## config.mk

```make
export PLATFORM = sky130hd
export DESIGN_NAME = order_book_state_encoder
export DESIGN_NICKNAME = d
export VERILOG_FILES = /design/src/rtl/order_book_state_encoder.sv
export SDC_FILE = /design/constraint.sdc
export NUM_CORES = 1
export LEC_CHECK = 0
export CORE_ASPECT_RATIO = 1.1
export CORE_MARGIN = 2
export CORE_UTILIZATION = 50
export CTS_BUF_LIST = sky130_fd_sc_hd__clkbuf_8
export CTS_CLUSTER_SIZE = 16
export DETAILED_ROUTE_END_ITERATION = 12
export PLACE_DENSITY = 0.78
export SETUP_SLACK_MARGIN = 0.4
export SYNTH_ARGS = -nofsm -noshare
export SYNTH_HDL_FRONTEND = slang
export SYNTH_SLANG_ARGS = --single-unit
```

## constraint.sdc

```tcl
create_clock -name clk -period 2 [get_ports clk]
set_clock_uncertainty 0.05 [all_clocks]
set_input_delay 0.3 -clock clk [delete_from_list [all_inputs] [get_ports clk]]
set_output_delay 0.3 -clock clk [all_outputs]
set_load 0.01 [all_outputs]
```

## src/rtl/order_book_state_encoder.sv

```systemverilog
// order_book_state_encoder: serializes Order Book State messages into a packed 64-bit word stream
// with valid/ready on both sides; a 32-bit residue carries over between messages.
module order_book_state_encoder (
  input  logic         clk,
  input  logic         rst,
  input  logic         msgValid,
  output logic         msgReady,
  input  logic [31:0]  timeStamp,
  input  logic [31:0]  orderBookID,
  input  logic [159:0] stateName,
  input  logic         flush,
  output logic [63:0]  dataOut,
  output logic         dataValid,
  input  logic         dataReady,
  output logic [5:0]   trackerOut,
  output logic         signal_end
);
  typedef enum logic [2:0] {IDLE, W0, W1, W2, W3, FLUSH} state_t;
  state_t state;
  logic [31:0] obReg, residue;
  logic [159:0] snReg;
  logic trk;
  logic xfer;
  assign xfer = dataValid & dataReady;
  assign msgReady = rst & (state == IDLE) & !flush;
  assign signal_end = xfer & (((state == W2) & !trk) | (state == W3));
  assign trackerOut = {trk, 5'd0};
  // trk set means the next message starts at stream offset 32, behind the held residue
  always_ff @(posedge clk or negedge rst)
    if (!rst) begin
      state <= IDLE;
      obReg <= '0;
      snReg <= '0;
      residue <= '0;
      trk <= 1'b0;
      dataOut <= '0;
      dataValid <= 1'b0;
    end else begin
      case (state)
        IDLE:
          if (flush & trk) begin
            dataOut <= {32'd0, residue};
            dataValid <= 1'b1;
            state <= FLUSH;
          end else if (msgValid & msgReady) begin
            obReg <= orderBookID;
            snReg <= stateName;
            dataOut <= trk ? {timeStamp, residue} : {orderBookID, timeStamp};
            dataValid <= 1'b1;
            state <= W0;
          end
        W0:
          if (xfer) begin
            dataOut <= trk ? {snReg[31:0], obReg} : snReg[63:0];
            state <= W1;
          end
        W1:
          if (xfer) begin
            dataOut <= trk ? snReg[95:32] : snReg[127:64];
            state <= W2;
          end
        W2:
          if (xfer) begin
            if (trk) begin
              dataOut <= snReg[159:96];
              state <= W3;
            end else begin
              dataValid <= 1'b0;
              residue <= snReg[159:128];
              trk <= 1'b1;
              state <= IDLE;
            end
          end
        W3, FLUSH:
          if (xfer) begin
            dataValid <= 1'b0;
            residue <= '0;
            trk <= 1'b0;
            state <= IDLE;
          end
        default: state <= IDLE;
      endcase
    end
endmodule
```

==> flow_summary.toml <==
[setup_path]
worst-path-max-fanout = 12
critPathRequiredTime_ns = 2.42
start_kind = "register"
end_kind = "register"
crit_arrival_ns = 2.57
crit_type = "register to register"

[logic_synthesis]
syn_inst = 1223
synth-edff-count = 0
seq_area_frac_synth_pct = 47.66
yosysWarnings = 0
synth.distinct_cells = 47
synth_area_sq_mm = 0.01538
syn_area_per_cell_sq_um = 12.58
synth_seq_cells = 293
yosys_most_used_dff = "dfrtp_1"
ys_async_sr_fraction_pct = 100.0

[global_routing]
gr-total-overflow = 0
met3_usage_pct = 5.488
use_met2_pct = 50.19
grt_pass1_vias = 12850
grt_max_degree = 98
grt_use_met1_pct = 39.53
antenna_found_initial = 8
grt_use_total_pct = 31.23
top_usage_layer = "met2"
grt_pass1_wl_microns = 76270

[min_path]
min_path_type = "input pin to async pin"

[detailed_routing]
drt_iter0_markers = 1359
dr.pass1.iters = 5
finalWirelength_microns = 54770
wl_per_cell_microns = 26.19
via_per_inst = 6.219
via_count = 13000
antenna_left = 0
drc = 0

[cells_and_area]
area_growth_pct = 45.56
nNetsFinal = 1858
drive_gt1_share_pct = 28.54
seqCellArea_sq_mm = 0.007342
fillers = 1959
fin_util_pct = 73.79
multiInputGateArea_sq_mm = 0.007789
layout_common_cells = "dfrtp_1, clkdlybuf4s50_1, mux2_1, mux2_2, clkbuf_8"
design_area_sq_mm = 0.02239

[place]
hpwl_microns = 30800
place_area_sq_mm = 0.01903
dpl_worst_slack_ns = -0.4796
numPortBuffers = 296
place_congestion = 0.8289

[pwr]
intPower_mw = 23.84
clockPowerShare_pct = 14.4
p_per_area_mw_per_mm2 = 1698
p_seq_share_pct = 29.7
p_leak_nw = 10.10
swShare_pct = 37.31
p_switching_mw = 14.19
comb_power_share_pct = 55.8
ir_worst_vdd_v = 0.0009209

[floorplanning]
rows = 67
coreArea_sq_mm = 0.03035
die_y_microns = 188.0
dieArea_sq_mm = 0.03219
ios = 302
fp.dieW_microns = 171.2
start_util_pct = 50.69

[timing]
period_needed_ns = 2.153
fin_hold_ws_ns = 0.1640
max-slew-margin-rel_pct = 51.19
rsz0062_at_grt = "yes"
setup_viol_count_final = 226
fin_crit_sh_pct = 107.7
tightest_slew_ns = 0.7322
tns_ns = -18.47
final_max_slew_viol_count = 0
hold_viol_final = 0
layout_setup_ws_ns = -0.1535
fmax_mhz = 464.4

[run_status]
failed_checks = "negative setup slack"
status = "complete, but fails checks"

[flow_run]
max_cap_violations = 0

[clock_tree]
htree_levels = 2
cts_buffers = 50
clkSinkCount = 293
clk_transition_reported_paths_ns = 0.07
cts_root_buf = "clkbuf_8"
cts_tree = "built"
clock_latency_ns = 0.59
clockBufferDepth = 3
[state kept, by name, indices dropped and copies added, names as in the netlist]
name,count
trk,1
snReg,160
obReg,32
state,3
dataValid,1
dataOut,64
residue,32
[layout make-up]
cell class / instances / share of cell area (%)
antenna: 9 / 0.1006
inverter: 2 / 0.08941
sequential: 293 / 32.79
timing repair buffer: 468 / 25.37
tap: 414 / 2.313
multi-input combinational: 814 / 34.78
clock inverter: 27 / 0.6202
clock buffer: 64 / 3.934
[logic make-up (layout without fill, tap and decap cells)]
| logic type | Yosys count | count (layout) | share of synthesized area, % |
|---|---|---|---|
| AO/OA/AOI/OAI | 278 | 278 | 13.82 |
| AND/OR/NAND/NOR | 147 | 149 | 5.344 |
| buffers and inverters | 122 | 561 | 5.067 |
| XOR/XNOR | 1 | 1 | 0.05694 |
| flip-flops | 293 | 293 | 47.66 |
| multiplexers | 381 | 381 | 28.03 |
| other | 1 | 14 | 0.02438 |
[repair_timing]
action,4_1_cts,5_1_grt
setup buffers,30,20
hold endpoints to repair,140,0
hold buffers,1,0
pin swaps,15,24
gates cloned,27,17
setup endpoints to repair,356,513
resized for setup,104,93
[worst max-delay path, stage by stage, from the launching register on]
cell and delay, ns:
dfrtp_2 0.44, buf_4 0.17, nor3_4 0.13, and3b_2 0.26, buf_6 0.15, nand2_8 0.19
clkbuf_16 0.29, mux2_1 0.32
[Yosys cell counts (2+ instances only)]
library cell | n | share of area (%)
a21oi_1 | 55 | 1.8
and3b_1 | 19 | 1.1
nand4_1 | 3 | 0.12
a22oi_1 | 2 | 0.098
a211oi_1 | 16 | 0.78
buf_4 | 22 | 1.1
dfrtp_1 | 293 | 48
a22o_1 | 33 | 1.9
buf_2 | 29 | 0.94
clkbuf_1 | 39 | 0.95
nor3_2 | 2 | 0.13
and3_1 | 2 | 0.081
o2111ai_1 | 32 | 1.8
a221oi_1 | 29 | 1.7
o22ai_1 | 14 | 0.57
buf_1 | 3 | 0.073
nor2_1 | 5 | 0.12
buf_6 | 27 | 2.0
o211ai_1 | 32 | 1.6
o21ai_0 | 8 | 0.26
mux2_4 | 28 | 2.7
nand2_1 | 57 | 1.4
o2bb2ai_1 | 3 | 0.17
o22a_1 | 32 | 1.8
nor3_1 | 2 | 0.065
a2bb2oi_1 | 14 | 0.80
o31ai_1 | 2 | 0.098
nor2b_1 | 20 | 0.81
nand2b_1 | 32 | 1.3
mux2i_1 | 67 | 4.4
mux2_1 | 180 | 13
mux2_2 | 106 | 7.8
[per-layer routing]
layer  wire [microns]  vias up  share of wire [%]
li1                 -     5464                  -
met1            21090     6574                 39
met4             3394        0                6.2
met3             4129      223                7.5
met5                0        -                  0
met2            26160      743                 48
[stage by stage]
step           total power [mW]  cells
4_1_cts                   35.75   2045
3_3_place_gp              26.54   1896
2_1_floorplan             21.20   1227
5_1_grt                   39.68   2090
6_report                  38.03   2091
3_5_place_dp              27.13   1896
[power groups by stage]
stage          combinational, mW  clock, mW  sequential (mW)
3_3_place_gp                15.5          0             11.0
4_1_cts                     19.1       5.54             11.1
2_1_floorplan               10.6          0             10.6
6_report                    21.2       5.49             11.3
5_1_grt                     22.3       5.83             11.6
3_5_place_dp                16.0          0             11.1
[path summary, 6_finish.rpt]
path | startpoint | endpoint | slack (ns) | cells after the start
min in group clk | flush | dataValid | 0.23 | 3
hold / removal | rst | dataValid | 0.16 | 2
max in group asynchronous | rst | obReg[13] | 0.33 | 4
setup reg to reg | state[2] | snReg[70] | -0.15 | 7
hold reg to reg | obReg[23] | obReg[23] | 0.44 | 1
setup / recovery | state[2] | snReg[70] | -0.15 | 7
No activity file was read; power rests on OpenSTA's default activity.
